==> config.mk <==
export PLATFORM = sky130hd
export DESIGN_NAME = simple_tx
export DESIGN_NICKNAME = d
export VERILOG_FILES = /design/src/rtl/simple_tx.sv
export SDC_FILE = /design/constraint.sdc
export NUM_CORES = 1
export LEC_CHECK = 0
export ABC_CLOCK_PERIOD_IN_PS = 3450
export CORE_AREA = 2 2 299 301
export CTS_CLUSTER_SIZE = 16
export DETAILED_ROUTE_END_ITERATION = 16
export DIE_AREA = 0 0 301 303
export DONT_BUFFER_PORTS = 1
export PLACE_DENSITY = 0.59
export SYNTH_ARGS = -nofsm -noshare
export SYNTH_HDL_FRONTEND = slang
export SYNTH_SLANG_ARGS = --single-unit
==> constraint.sdc <==
create_clock -name clk_in -period 3.45 [get_ports clk_in]
set_input_delay 0.345 -clock clk_in [delete_from_list [all_inputs] [get_ports clk_in]]
set_output_delay 0.345 -clock clk_in [all_outputs]
set_load 0.01 [all_outputs]
==> src/rtl/simple_tx.sv <==
// Store-and-forward framer: buffers one stream packet, then emits SFD/type/size/payload/FCS; optional SIMPLE_TX_IFG_EN adds a 12-cycle inter-frame gap.
// Latency: frame starts one cycle after the tlast handshake; txd_out/txdv_out are registered.
// Backpressure: tready_out is high only while idle; there is no backpressure on the line side.
module simple_tx #(
    parameter int G_MEM_SIZE = 100  // payload buffer depth in bytes, 8..255 (size byte is 8 bits)
) (
    input  logic        clk_in,
    input  logic        rst_n_in,
    input  logic [7:0]  tdata_in,
    input  logic        tvalid_in,
    input  logic        tlast_in,
    output logic        tready_out,
    output logic [7:0]  txd_out,
    output logic        txdv_out,
    output logic [15:0] stat_packet_vld_cnt,
    output logic [15:0] stat_packet_err_cnt
);

    localparam int CNT_W = $clog2(G_MEM_SIZE + 1);
    localparam int IDX_W = (CNT_W > 4) ? CNT_W : 4;

    typedef enum logic [2:0] {
        IDLE,
        PCK_SFD,
        PCK_TYPE,
        PCK_SIZE,
        PCK_PAYLOAD,
        PCK_FCS,
        PCK_GAP
    } state_t;

    state_t           state, state_nxt;
    logic [7:0]       mem [G_MEM_SIZE];
    logic [CNT_W-1:0] byte_cnt;
    logic             oversize;
    logic [CNT_W-1:0] pkt_len;
    logic [IDX_W-1:0] idx, idx_nxt;
    logic [7:0]       fcs, fcs_nxt;
    logic [7:0]       txd_nxt;
    logic             txdv_nxt;
    logic             vld_inc, err_inc;
    logic             run;
    logic             hs, store, good_pkt;
    logic [CNT_W-1:0] rd_addr;

    // run holds tready low through reset and releases it on the first edge afterwards
    assign tready_out = (state == IDLE) & run;
    assign hs         = tvalid_in & tready_out;
    assign store      = hs & (byte_cnt < CNT_W'(G_MEM_SIZE));
    // byte_cnt is the index of the current byte, so length = byte_cnt + 1 >= 8
    assign good_pkt   = hs & tlast_in & store & ~oversize & (byte_cnt >= CNT_W'(7));
    assign rd_addr    = idx[CNT_W-1:0];

    // Next-state and next-output decode; idx counts bytes within the current state
    always_comb begin
        state_nxt = state;
        idx_nxt   = idx;
        fcs_nxt   = fcs;
        txd_nxt   = 8'h00;
        txdv_nxt  = 1'b0;
        vld_inc   = 1'b0;
        err_inc   = 1'b0;
        case (state)
            IDLE: begin
                if (hs && tlast_in) begin
                    if (good_pkt) begin
                        state_nxt = PCK_SFD;
                        idx_nxt   = '0;
                    end else begin
                        err_inc = 1'b1;
                    end
                end
            end
            PCK_SFD: begin
                txdv_nxt = 1'b1;
                if (idx == IDX_W'(3)) begin
                    txd_nxt   = 8'h7F;
                    state_nxt = PCK_TYPE;
                    idx_nxt   = '0;
                end else begin
                    txd_nxt = 8'h55;
                    idx_nxt = idx + IDX_W'(1);
                end
            end
            PCK_TYPE: begin
                txdv_nxt = 1'b1;
                if (idx == IDX_W'(1)) begin
                    txd_nxt   = 8'h34;
                    state_nxt = PCK_SIZE;
                    idx_nxt   = '0;
                end else begin
                    txd_nxt = 8'h12;
                    idx_nxt = idx + IDX_W'(1);
                end
            end
            PCK_SIZE: begin
                txdv_nxt  = 1'b1;
                txd_nxt   = 8'(pkt_len);
                fcs_nxt   = 8'h00;
                state_nxt = PCK_PAYLOAD;
                idx_nxt   = '0;
            end
            PCK_PAYLOAD: begin
                txdv_nxt = 1'b1;
                txd_nxt  = mem[rd_addr];
                fcs_nxt  = fcs ^ mem[rd_addr];
                if (idx == IDX_W'(pkt_len - CNT_W'(1))) begin
                    state_nxt = PCK_FCS;
                    idx_nxt   = '0;
                end else begin
                    idx_nxt = idx + IDX_W'(1);
                end
            end
            PCK_FCS: begin
                txdv_nxt = 1'b1;
                txd_nxt  = fcs;
                vld_inc  = 1'b1;
`ifdef SIMPLE_TX_IFG_EN
                state_nxt = PCK_GAP;
                idx_nxt   = '0;
`else
                state_nxt = IDLE;
`endif
            end
            PCK_GAP: begin
                if (idx == IDX_W'(11)) begin
                    state_nxt = IDLE;
                    idx_nxt   = '0;
                end else begin
                    idx_nxt = idx + IDX_W'(1);
                end
            end
            default: state_nxt = IDLE;
        endcase
    end

    // FSM state, byte index, running FCS and registered line outputs
    always_ff @(posedge clk_in or negedge rst_n_in) begin
        if (!rst_n_in) begin
            state    <= IDLE;
            idx      <= '0;
            fcs      <= 8'h00;
            txd_out  <= 8'h00;
            txdv_out <= 1'b0;
            run      <= 1'b0;
        end else begin
            state    <= state_nxt;
            idx      <= idx_nxt;
            fcs      <= fcs_nxt;
            txd_out  <= txd_nxt;
            txdv_out <= txdv_nxt;
            run      <= 1'b1;
        end
    end

    // Saturating frame-sent and packet-dropped statistics
    always_ff @(posedge clk_in or negedge rst_n_in) begin
        if (!rst_n_in) begin
            stat_packet_vld_cnt <= 16'h0000;
            stat_packet_err_cnt <= 16'h0000;
        end else begin
            if (vld_inc && (stat_packet_vld_cnt != 16'hFFFF))
                stat_packet_vld_cnt <= stat_packet_vld_cnt + 16'd1;
            if (err_inc && (stat_packet_err_cnt != 16'hFFFF))
                stat_packet_err_cnt <= stat_packet_err_cnt + 16'd1;
        end
    end

    // Ingress byte count, oversize flag and captured packet length
    always_ff @(posedge clk_in or negedge rst_n_in) begin
        if (!rst_n_in) begin
            byte_cnt <= '0;
            oversize <= 1'b0;
            pkt_len  <= '0;
        end else if (hs) begin
            if (tlast_in) begin
                byte_cnt <= '0;
                oversize <= 1'b0;
                if (good_pkt)
                    pkt_len <= byte_cnt + CNT_W'(1);
            end else if (store) begin
                byte_cnt <= byte_cnt + CNT_W'(1);
            end else begin
                oversize <= 1'b1;
            end
        end
    end

    // Payload buffer write; contents need no reset since every frame rewrites what it reads
    always_ff @(posedge clk_in) begin
        if (store)
            mem[byte_cnt] <= tdata_in;
    end

endmodule

==> results by group, run 1 <==
Worst setup path
  • Crit end category: flip-flop
  • Critical Path Slowest Stage Cell: dfrtp_4
  • CP Data Arrival Time: 3930 ps
  • Crit path required time: 4020 ps
  • Reg2reg end: fcs[3]$_DFFE_PN0N_
  • CP Launch Type: flip-flop
  • FF-to-FF Start: idx[0]$_DFFE_PN0P_
  • CP peak stage delay: 640 ps
  • CP cell instances: buf_4 > nand3b_1 > o221ai_1 > a21oi_1 > a31oi_1 > a22oi_1 > buf_4 > nand2_1 > mux2i_1
  • Setup crit start: idx[0]$_DFFE_PN0P_
  • CP max FO: 17
  • R2R depth: 9
  • Setup slack, reg-to-reg: 90 ps
  • Crit path kind: reg -> reg
  • CP endpoint: fcs[3]$_DFFE_PN0N_
  • CP dominant cell by count: buf_4

Place
  • Hpwl dp: 57940 um
  • Gp weighted congestion: 0.8766
  • Total placed instance area: 37490 um^2
  • Quantity of I/O buffers inserted on ports: 0
  • Post-placement cell count: 3184

Pwr
  • P_int: 16.86 mW
  • Comb power frac: 1.0%
  • Leak pwr: 12.94 nW
  • Reg power frac: 55.0%
  • PD cells: 518.8 nW/um^2
  • Clk pwr share: 44.0%
  • Max rail drop VDD: 325.0 uV
  • Sw power: 4.166 mW
  • Sw Ratio: 19.81%

Final layout
  • Number of diodes: 0
  • Layout cell share with drive strength beyond 1: 23.25%
  • Final Non-Filler Cells: 3354
  • Fillers: 7350
  • Layout Area Growth over Synthesis: 15.93%
  • Util after Layout: 46.08%
  • Fin area: 40530 um^2
  • Fin nets: 2137

Die
  • Die area: 91200 um^2
  • Chip width: 301 um
  • IO Count: 54
  • Die Y: 303 um
  • Core Area: 87970 um^2
  • Rows: 109
  • Initial Utilization: 39.75%

Synthesis
  • Synth cell types: 72
  • Sequential area share after synthesis: 74.08%
  • Asr flop ratio synth: 8.571%
  • Avg Cell Area, Syn: 18.16 um^2
  • Number of synthesized flops with an enable pin: 800
  • #FFs+latches synth: 875
  • Synthesis Warnings: 0
  • Post-Syn Instances: 1925
  • Synth Cell Area: 34960 um^2
  • Ys flop type: edfxtp_1
  • Synth Net Count: 1943

CTS
  • Cts hold-fix bufs: 11
  • Post-CTS Resized: 0
  • Maximum clock path buffer count: 3
  • Clock slew at reported path FFs: 60 ps
  • Inserted Clock Buffers: 87
  • CTS Root Cell: clkbuf_16
  • H-tree depth: 3
  • CTS tree: yes
  • Clock sink count: 875
  • Post-CTS Setup Bufs: 0
  • Clock Latency Late Sink: 640 ps

Route
  • Average wire per standard cell: 27.20 um
  • Drt initial violations: 2375
  • ANT nets after route: 0
  • Final WL: 91230 um
  • Routed vias: 19160
  • Drt via density: 5.713
  • DRT Pass-1 Iters: 5
  • DRC errors left: 0

Timing
  • Clock skew: 22.12 ps
  • Slew Viols, Final: 0
  • RSZ-0062 raised after global routing: no
  • Final period util: 97.45%
  • Maximum clock frequency: 0.2974 GHz
  • Slew Limit Headroom: 26.84%
  • Crit path time final: 3362 ps
  • Worst-margin pin slew: 1084 ps
  • Total negative slack: 0 ps
  • Final setup fails: 0
  • Final hold violation count: 0

Global route
  • Vias in the first global route: 18980
  • Global route overflow: 0
  • Pin count of the biggest net entering global routing: 101
  • Total GRT Usage: 20.15%
  • Initial antenna violation count: 1
  • First-pass GRT wire length: 133800 um

Flow run
  • Max Cap Viol: 0

Min path
  • Hold WC Path Type: in -> reg

Status
  • Outcome: complete, no violations
-- cell type report --
| type | instances | area, um^2 | area share (%) |
|---|---|---|---|
| Inverter | 9 | 33.78 | 0.08335 |
| Multi-Input combinational cell | 933 | 8482 | 20.93 |
| Tap cell | 1165 | 1458 | 3.596 |
| Sequential cell | 875 | 25910 | 63.93 |
| Clock inverter | 56 | 538.0 | 1.327 |
| Timing Repair Buffer | 213 | 1872 | 4.618 |
| Clock buffer | 103 | 2237 | 5.520 |
-- sequential cells by signal, indices dropped and copies added, names as in the netlist --
| signal | count |
|---|---|
| byte_cnt | 7 |
| fcs | 8 |
| idx | 7 |
| mem | 800 |
| oversize | 1 |
| pkt_len | 7 |
| run | 1 |
| stat_packet_err_cnt | 16 |
| stat_packet_vld_cnt | 16 |
| state | 3 |
| txd_out | 8 |
| txdv_out | 1 |
-- cells by family after synthesis --
| logic type | count (synthesis) | share of synthesized area, % |
|---|---|---|
| DFF | 875 | 74.08 |
| xor gates and xnor gates | 44 | 1.102 |
| muxes | 282 | 13.14 |
| adders and majority gates | 6 | 0.2147 |
| AOI/OAI and AO/OA | 242 | 4.817 |
| other | 1 | 0.01073 |
| and+or+nand+nor | 358 | 4.949 |
| buffers and inverters | 117 | 1.682 |
-- critical path: cells and delay by family, from the launching register on --
family	cells	cell delay [ps]
multiplexers	1	180
flip-flops	1	640
buffers and inverters	2	550
AO/OA/AOI/OAI	4	1250
AND/OR/NAND/NOR	2	630
-- worst min-delay path by stage --
stage | from | end | slack (ps) | cells after the start
CTS | tlast_in | pkt_len[6]$_DFFE_PN0P_ | 70 | 3
finish | tlast_in | pkt_len[0]$_DFFE_PN0P_ | 80 | 3
global placement | rst_n_in | stat_packet_vld_cnt[0]$_DFFE_PN0P_ | 50 | 0
floorplan | rst_n_in | byte_cnt[0]$_DFFE_PN0P_ | 50 | 0
detailed placement | rst_n_in | stat_packet_vld_cnt[11]$_DFFE_PN0P_ | 50 | 0
global route | tlast_in | stat_packet_err_cnt[7]$_DFFE_PN0P_ | 100 | 3
-- cell usage after synthesis (7+ instances only) --
library cell  instances  area [um^2]
nor3b_1               8        60.06
dfrtp_1              75         1877
nand3b_1              9        67.56
buf_2                29        145.1
xor2_1               16        140.1
a22oi_1              39        292.8
mux2i_1             134         1341
buf_1                15        56.30
mux2_2                7        78.83
a21oi_1              42        210.2
nand3_1              27        135.1
nand2_1              86        322.8
inv_1                 8        30.03
edfxtp_1            800        24020
nor2b_1              13        81.33
buf_4                 8        60.06
o22ai_1              24        150.1
buf_6                11        123.9
mux4_2              141         3176
clkbuf_1             45        168.9
a22o_1                8        70.07
o21ai_0              37        185.2
nor2_1              133        499.2
nand2b_1              8        50.05
nor3_1               14        70.07
xnor2_1              28        245.2
nand4_1              16        100.1
o221ai_1             20        175.2
a211oi_1             16        120.1
-- power by group through the flow --
| stage | logic (mW) | registers, mW | clock network (mW) |
|---|---|---|---|
| 6_report | 0.212 | 11.6 | 9.25 |
| 5_1_grt | 0.231 | 11.6 | 9.83 |
| 4_1_cts | 0.218 | 11.6 | 9.41 |
| 3_5_place_dp | 0.000377 | 11.8 | 0 |
| 3_3_place_gp | 0.000377 | 11.8 | 0 |
| 2_1_floorplan | 0.000378 | 11.8 | 0 |
-- cells in the final DEF, fill, tap and decap left out, drive strengths merged, types with 14 or more instances in the layout --
| cell | n |
|---|---|
| a21oi | 42 |
| mux2i | 134 |
| edfxtp | 800 |
| o221ai | 20 |
| clkinv | 39 |
| nor3 | 14 |
| dfrtp | 75 |
| xor2 | 16 |
| a211oi | 17 |
| o22ai | 24 |
| clkbuf | 103 |
| nand3 | 28 |
| a22oi | 39 |
| mux4 | 141 |
| nand4 | 16 |
| o21ai | 41 |
| buf | 211 |
| xnor2 | 28 |
| nand2 | 86 |
| nor2 | 133 |
-- metrics by stage --
step / setup WS (ps) / hold WS (ps) / power (mW)
after floorplan: 693.9 / 49.41 / 11.80
after global placement: 202.8 / 51.11 / 11.79
after detailed placement: 159.5 / 51.05 / 11.79
after CTS: 153.6 / 73.58 / 21.19
after global routing: 0.3868 / 99.03 / 21.63
final: 87.95 / 81.55 / 21.03
-- routing by layer --
layer  global-route usage (%)  vias to the layer above  share of wire (%)
met5                        0                        -                  0
li1                         -                     8155                  -
met3                    3.824                      120                8.3
met1                    28.92                    10030                 43
met4                    6.326                        0                2.6
met2                    31.24                      862                 46
Power figures use the tool's default switching activity.
==> inputs of run 2 (changes only) <==
--- a/config.mk
+++ b/config.mk
@@ -12,6 +12,7 @@
 export DIE_AREA = 0 0 301 303
 export DONT_BUFFER_PORTS = 1
 export PLACE_DENSITY = 0.59
+export SETUP_SLACK_MARGIN = 0.15
 export SYNTH_ARGS = -nofsm -noshare
 export SYNTH_HDL_FRONTEND = slang
 export SYNTH_SLANG_ARGS = --single-unit
==> run 2 against run 1 <==
Die area is the same; largest cell class unchanged; combinational power is essentially flat; worst hold slack about the same; register-to-register slack gained 50 ps; sequential share of layout area fell by 0.11 points; global-route usage stayed put; sequential cell count unchanged; critical path type unchanged; first-iteration DRC count fell by 1.9%.
==> results by group, run 2 (synthesized netlist as in run 1, its figures left out) <==
Final layout
  • Layout Area Growth over Synthesis: 16.13%
  • Fin nets: 2144 (+0.33%)
  • Commonest non-fill, non-tap cell in the layout: edfxtp_1
  • Largest regs: mem: 800 flops, stat_packet_err_cnt: 16 flops, stat_packet_vld_cnt: 16 flops
  • Flip-flop count of the largest register after layout: 800 (unchanged)
  • Area taken by flip-flops and latches: 25910 um^2 (unchanged)
  • Util after Layout: 46.16% (+0.081 points)
  • Final Non-Filler Cells: 3361 (+0.21%)
  • Area of the multi-input gates: 8501 um^2 (+0.22%)
  • Most frequent cells in the layout: edfxtp_1, buf_4, mux4_2
  • Biggest register: mem
  • Fillers: 7344 (-0.082%)
  • Number of diodes: 0 (unchanged)
  • Layout cell share with drive strength beyond 1: 23.63% (+0.38 points)
  • Fin area: 40600 um^2 (+0.18%)

Die
  • Rows: 109 (unchanged)
  • IO Count: 54 (unchanged)
  • Chip width: 301 um (unchanged)
  • Initial Utilization: 39.75% (unchanged)
  • Die area: 91200 um^2 (unchanged)
  • Die Y: 303 um (unchanged)
  • Core Area: 87970 um^2 (unchanged)

Timing
  • Crit path time final: 3309 ps (-52.71 ps)
  • Total negative slack: 0 ps (unchanged)
  • Slew Viols, Final: 0 (unchanged)
  • RSZ-0062 raised after global routing: yes
  • Maximum clock frequency: 0.3022 GHz (+1.6%)
  • Final period util: 95.92% (-1.5 points)
  • Final hold violation count: 0 (unchanged)
  • Worst-margin pin slew: 1093 ps (+9.319 ps)
  • Clock skew: 25.43 ps (+3.312 ps)
  • Slew Limit Headroom: 26.21% (-0.63 points)
  • Worst Hold Slack: 81.88 ps (+0.3307 ps)
  • Final setup fails: 0 (unchanged)
  • Worst setup margin: 140.7 ps (+52.71 ps)

Global route
  • Global route overflow: 0 (unchanged)
  • Total GRT Usage: 20.15% (unchanged)
  • Vias in the first global route: 18980 (unchanged)
  • Pin count of the biggest net entering global routing: 101 (unchanged)
  • First-pass GRT wire length: 133800 um (unchanged)
  • Initial antenna violation count: 1 (unchanged)

Worst setup path
  • CP endpoint: txd_out[5]$_DFF_PN0_
  • CP max FO: 30 (+13)
  • FF-to-FF Start: idx[1]$_DFFE_PN0P_
  • Crit end category: flip-flop
  • Crit path required time: 3970 ps (-50 ps)
  • Critical Path Slowest Stage Cell: dfrtp_4
  • CP Launch Type: flip-flop
  • R2R depth: 8 (-1)
  • CP Data Arrival Time: 3830 ps (-100 ps)
  • Crit path kind: reg -> reg
  • Setup slack, reg-to-reg: 140 ps (+50 ps)
  • Setup crit start: idx[1]$_DFFE_PN0P_
  • CP peak stage delay: 690 ps (+50 ps)
  • Reg2reg end: txd_out[5]$_DFF_PN0_
  • CP cell instances: buf_12 > or3_1 > o22ai_1 > nor3_1 > nor2_1 > o2111ai_1 > nand3_1 > a211o_1

Route
  • DRC errors left: 0 (unchanged)
  • DRT Pass-1 Iters: 5 (unchanged)
  • Routed vias: 19230 (+0.33%)
  • Drt initial violations: 2330 (-1.9%)
  • Average wire per standard cell: 27.26 um (+0.23%)
  • Drt via density: 5.721 (+0.13%)
  • ANT nets after route: 0 (unchanged)
  • Final WL: 91630 um (+0.44%)

Place
  • Hpwl dp: 57940 um (unchanged)
  • Gp weighted congestion: 0.8766 (unchanged)
  • Post-placement cell count: 3184 (unchanged)
  • Quantity of I/O buffers inserted on ports: 0 (unchanged)
  • Total placed instance area: 37490 um^2 (unchanged)
  • DP Worst Slack: 159.5 ps (unchanged)

CTS
  • Maximum clock path buffer count: 3 (unchanged)
  • Clock Latency Late Sink: 640 ps (about the same)
  • Inserted Clock Buffers: 87 (unchanged)
  • CTS Root Cell: clkbuf_16
  • CTS tree: yes
  • Clock sink count: 875 (unchanged)
  • Clock slew at reported path FFs: 60 ps (about the same)
  • H-tree depth: 3 (unchanged)

Status
  • Outcome: complete, no violations

Pwr
  • PD cells: 518.0 nW/um^2 (-0.15%)
  • Leak pwr: 12.97 nW (+0.28%)
  • PnR Total Power: 21.03 mW (about the same)
  • Max rail drop VDD: 325.4 uV (+0.14%)

Min path
  • Hold WC Path Type: in -> reg
  • WHS Path Cells: 3 (unchanged)

Flow run
  • Max Cap Viol: 0 (unchanged)
-- run 2: routing by layer --
layer,GRT usage (%),wire length [um],vias up
met5,0,0,-
met4,6.326,2498,0
met3,3.824,7263,133
met2,31.24,42670,820
met1,28.92,39200,10100
li1,-,-,8174
-- run 2: worst max-delay path, delay by kind of cell, from the launching register on --
family	cells	cell delay, ps
AO/OA/AOI/OAI	3	760
buffers and inverters	1	290
flip-flops	1	690
AND/OR/NAND/NOR	4	1430
-- run 2: layout make-up --
cell class	count	area share, %
timing repair buffer	220	4.740
multi-input combinational	933	20.94
inverter	9	0.08321
clock buffer	103	5.510
sequential	875	63.82
clock inverter	56	1.325
tap	1165	3.590
-- run 2: worst min-delay path by stage --
| stage | to | slack, ps | from |
|---|---|---|---|
| floorplan | byte_cnt[0]$_DFFE_PN0P_ | 50 | rst_n_in |
| global placement | stat_packet_vld_cnt[0]$_DFFE_PN0P_ | 50 | rst_n_in |
| detailed placement | stat_packet_vld_cnt[11]$_DFFE_PN0P_ | 50 | rst_n_in |
| CTS | pkt_len[6]$_DFFE_PN0P_ | 70 | tlast_in |
| global route | pkt_len[6]$_DFFE_PN0P_ | 110 | tlast_in |
| finish | pkt_len[0]$_DFFE_PN0P_ | 80 | tlast_in |
-- run 2: where the power goes --
part	switching, mW	internal, mW
clock	3.99	5.26
sequential	0.000204	11.6
combinational	0.180	0.0315
-- run 2: what timing repair did --
action,in CTS,in global routing
setup buffers,0,7
endpoints found under the hold margin,883,0
hold buffers,11,0
resized for setup,0,5
setup endpoints to repair,0,20
==> inputs of run 3 (changes only) <==
--- a/config.mk
+++ b/config.mk
@@ -5,11 +5,12 @@
 export SDC_FILE = /design/constraint.sdc
 export NUM_CORES = 1
 export LEC_CHECK = 0
+export ABC_AREA = 1
 export ABC_CLOCK_PERIOD_IN_PS = 3450
-export CORE_AREA = 2 2 299 301
+export CORE_AREA = 2 2 308 310
 export CTS_CLUSTER_SIZE = 16
 export DETAILED_ROUTE_END_ITERATION = 16
-export DIE_AREA = 0 0 301 303
+export DIE_AREA = 0 0 310 312
 export DONT_BUFFER_PORTS = 1
 export PLACE_DENSITY = 0.59
 export SETUP_SLACK_MARGIN = 0.15
==> run 3 against run 2 <==
Critical path depth is the same; clock power grew 5.0%; maximum frequency grew 14%; via count grew 29%; non-clock buffer count shrank 76; clock-buffer cell count grew 13; area after synthesis grew 6.4%; die area grew 6.0%; highest routed layer unchanged; critical path type unchanged.
==> results by group, run 3 <==
Status
  • Outcome: complete, no violations

CTS
  • CTS Root Cell: clkbuf_16
  • Clock slew at reported path FFs: 60 ps (about the same)
  • H-tree depth: 3 (unchanged)
  • Post-CTS Resized: 0 (unchanged)
  • Maximum clock path buffer count: 3 (unchanged)
  • Clock sink count: 875 (unchanged)
  • Clock Latency Late Sink: 650 ps (about the same)
  • CTS tree: yes
  • Inserted Clock Buffers: 91 (+4.6%)

Final layout
  • Area of the multi-input gates: 9503 um^2 (+12%)
  • Flip-flop count of the largest register after layout: 800 (unchanged)
  • Area taken by flip-flops and latches: 25910 um^2 (about the same)
  • Layout cell share with drive strength beyond 1: 8.640% (-15 points)
  • Fillers: 8665 (+18%)
  • Biggest register: mem
  • Largest regs: mem: 800 flops, stat_packet_err_cnt: 16 flops, stat_packet_vld_cnt: 16 flops
  • Most frequent cells in the layout: nand2_1, edfxtp_1, nor2_1
  • Fin nets: 3509 (+64%)
  • Layout Area Growth over Synthesis: 13.43%
  • Commonest non-fill, non-tap cell in the layout: nand2_1
  • Number of diodes: 0 (unchanged)

Timing
  • Slew Viols, Final: 0 (unchanged)
  • Final period util: 84.47% (-11 points)
  • Maximum clock frequency: 0.3431 GHz (+14%)
  • RSZ-0062 raised after global routing: no
  • Final hold violation count: 0 (unchanged)
  • Total negative slack: 0 ps (unchanged)
  • Worst-margin pin slew: 795.5 ps (-297.5 ps)
  • Clock skew: 34.71 ps (+9.273 ps)
  • Crit path time final: 2914 ps (-395.1 ps)
  • Slew Limit Headroom: 46.77% (+21 points)
  • Final setup fails: 0 (unchanged)

Synthesis
  • Synth top area cells: edfxtp_1, nand2_1, nor2_1, dfrtp_1, nand3_1
  • Synth Net Count: 3446 (+77%)
  • Ys flop type: edfxtp_1
  • Avg Cell Area, Syn: 10.85 um^2 (-40%)
  • Share of the synthesized area in the top cell type: 64.57% (-4.1 points)
  • #FFs+latches synth: 875 (unchanged)
  • Asr flop ratio synth: 8.571% (unchanged)
  • Top cells by count, synth: nand2_1, edfxtp_1, nor2_1, nand3_1, inv_1
  • Post-Syn Instances: 3428 (+78%)
  • Number of synthesized flops with an enable pin: 800 (unchanged)
  • Synth area leader: edfxtp_1
  • Sequential area share after synthesis: 69.62% (-4.5 points)
  • Synth cell types: 48 (-33%)
  • Synth Cell Area: 37200 um^2 (+6.4%)
  • Synthesis Warnings: 0 (unchanged)
  • Most common cell in the netlist: nand2_1

Worst setup path
  • CP endpoint: mem[16][6]$_DFFE_PP_
  • Setup crit start: state[1]$_DFFE_PN0P_
  • Crit path required time: 3710 ps (-260 ps)
  • R2R depth: 8 (unchanged)
  • CP Data Arrival Time: 3170 ps (-660 ps)
  • Crit path kind: reg -> reg
  • Setup slack, reg-to-reg: 540 ps (+400 ps)
  • Crit end category: flip-flop
  • CP max FO: 14 (-53%)
  • Reg2reg end: mem[16][6]$_DFFE_PP_
  • CP Launch Type: flip-flop
  • FF-to-FF Start: state[1]$_DFFE_PN0P_

Place
  • Hpwl dp: 56820 um (-1.9%)
  • Gp weighted congestion: 0.8797 (+0.35%)
  • Quantity of I/O buffers inserted on ports: 0 (unchanged)

Global route
  • Vias in the first global route: 24230 (+28%)
  • First-pass GRT wire length: 150200 um (+12%)
  • Total GRT Usage: 20.46% (+0.31 points)
  • Pin count of the biggest net entering global routing: 128 (+27%)
  • Initial antenna violation count: 0 (-1)
  • Global route overflow: 0 (unchanged)

Min path
  • WHS Path Cells: 3 (unchanged)
  • Hold WC Path Type: in -> reg

Die
  • Chip width: 310 um (+3.0%)
  • Core Area: 93050 um^2 (+5.8%)
  • Initial Utilization: 39.98% (+0.24 points)
  • Die area: 96720 um^2 (+6.0%)
  • Die Y: 312 um (+3.0%)
  • Rows: 112 (+2.8%)
  • IO Count: 54 (unchanged)

Pwr
  • PD cells: 747.6 nW/um^2 (+44%)
  • Max rail drop VDD: 501.9 uV (+54%)
  • PnR Total Power: 31.55 mW (+50%)
  • Leak pwr: 15.84 nW (+22%)

Route
  • Routed vias: 24800 (+29%)
  • Final WL: 98980 um (+8.0%)
  • Average wire per standard cell: 20.54 um (-25%)
  • DRC errors left: 0 (unchanged)
  • ANT nets after route: 0 (unchanged)
  • DRT Pass-1 Iters: 6 (+1)
  • Drt initial violations: 2657 (+14%)
  • Drt via density: 5.145 (-10%)

Flow run
  • Max Cap Viol: 0 (unchanged)
==> run 3: logic make-up (layout without fill, tap and decap cells) <==
kind of cell               Yosys count  count (layout)  synth area share (%)
AOI/OAI and AO/OA                  419             419                 5.906
and+or+nand+nor                   1696            1696                 18.36
DFF                                875             875                 69.62
xor gates and xnor gates            44              44                 1.036
adders and majority gates            6               6                0.2018
buffers and inverters              387             524                 4.870
other                                1               1               0.01008
==> run 3: cell type report <==
cell class                 count  share of cell area (%)
inverter                     213                   1.939
multi-input combinational   2166                   22.52
clock buffer                 116                   5.841
tap                         1254                   3.718
timing repair buffer         144                   3.446
clock inverter                51                   1.139
sequential                   875                   61.40
==> run 3: routing by layer <==
metal  track usage, %  vias to the layer above  part of all wire (%)
met5                0                        -                     0
met4            5.468                        0                   2.2
met3            2.950                      136                   7.1
met2            33.19                      860                    47
met1            28.82                    12080                    44
li1                 -                    11720                     -
==> run 3: power by group <==
group	internal, mW	switching, mW	leakage, nW	total [mW]
Combinational	2.73	6.99	6.24	9.72
Clock	5.65	4.06	1.44	9.71
Sequential	11.8	0.314	8.16	12.1
==> run 3: critical path, stage by stage (launching register included) <==
cell and delay (ps):
dfrtp_1 490, clkinv_2 140, nand3_4 110, nor2_4 210, nand2_2 130, nor2_4 110, buf_4 200, nand4_1 430
nor2_1 700
==> run 3: repair_timing <==
action,CTS,global route
hold endpoints to repair,876,0
setup buffers,0,0
hold buffers,11,0
==> run 3: worst min path at each step <==
stage	from	to	slack, ps
4_1_cts	tlast_in	byte_cnt[1]$_DFFE_PN0P_	60
3_3_place_gp	rst_n_in	stat_packet_vld_cnt[9]$_DFFE_PN0P_	50
2_1_floorplan	rst_n_in	byte_cnt[0]$_DFFE_PN0P_	50
6_report	tlast_in	byte_cnt[1]$_DFFE_PN0P_	100
5_1_grt	tlast_in	byte_cnt[6]$_DFFE_PN0P_	110
3_5_place_dp	rst_n_in	stat_packet_vld_cnt[9]$_DFFE_PN0P_	50
==> run 3: per-stage QoR <==
| stage | cells | util [%] | setup WS [ps] | hold WS, ps | instance area (um^2) |
|---|---|---|---|---|---|
| 4_1_cts | 4819 | 45.35 | 531.3 | 62.02 | 42200 |
| 3_5_place_dp | 4641 | 41.90 | 570.2 | 51.12 | 38980 |
| 2_1_floorplan | 3428 | - | 1128 | 49.41 | 37200 |
| 5_1_grt | 4819 | 45.35 | 383.0 | 112.4 | 42200 |
| 6_report | 4819 | 45.35 | 535.7 | 95.79 | 42200 |
| 3_3_place_gp | 4641 | 41.90 | 675.7 | 51.07 | 38980 |
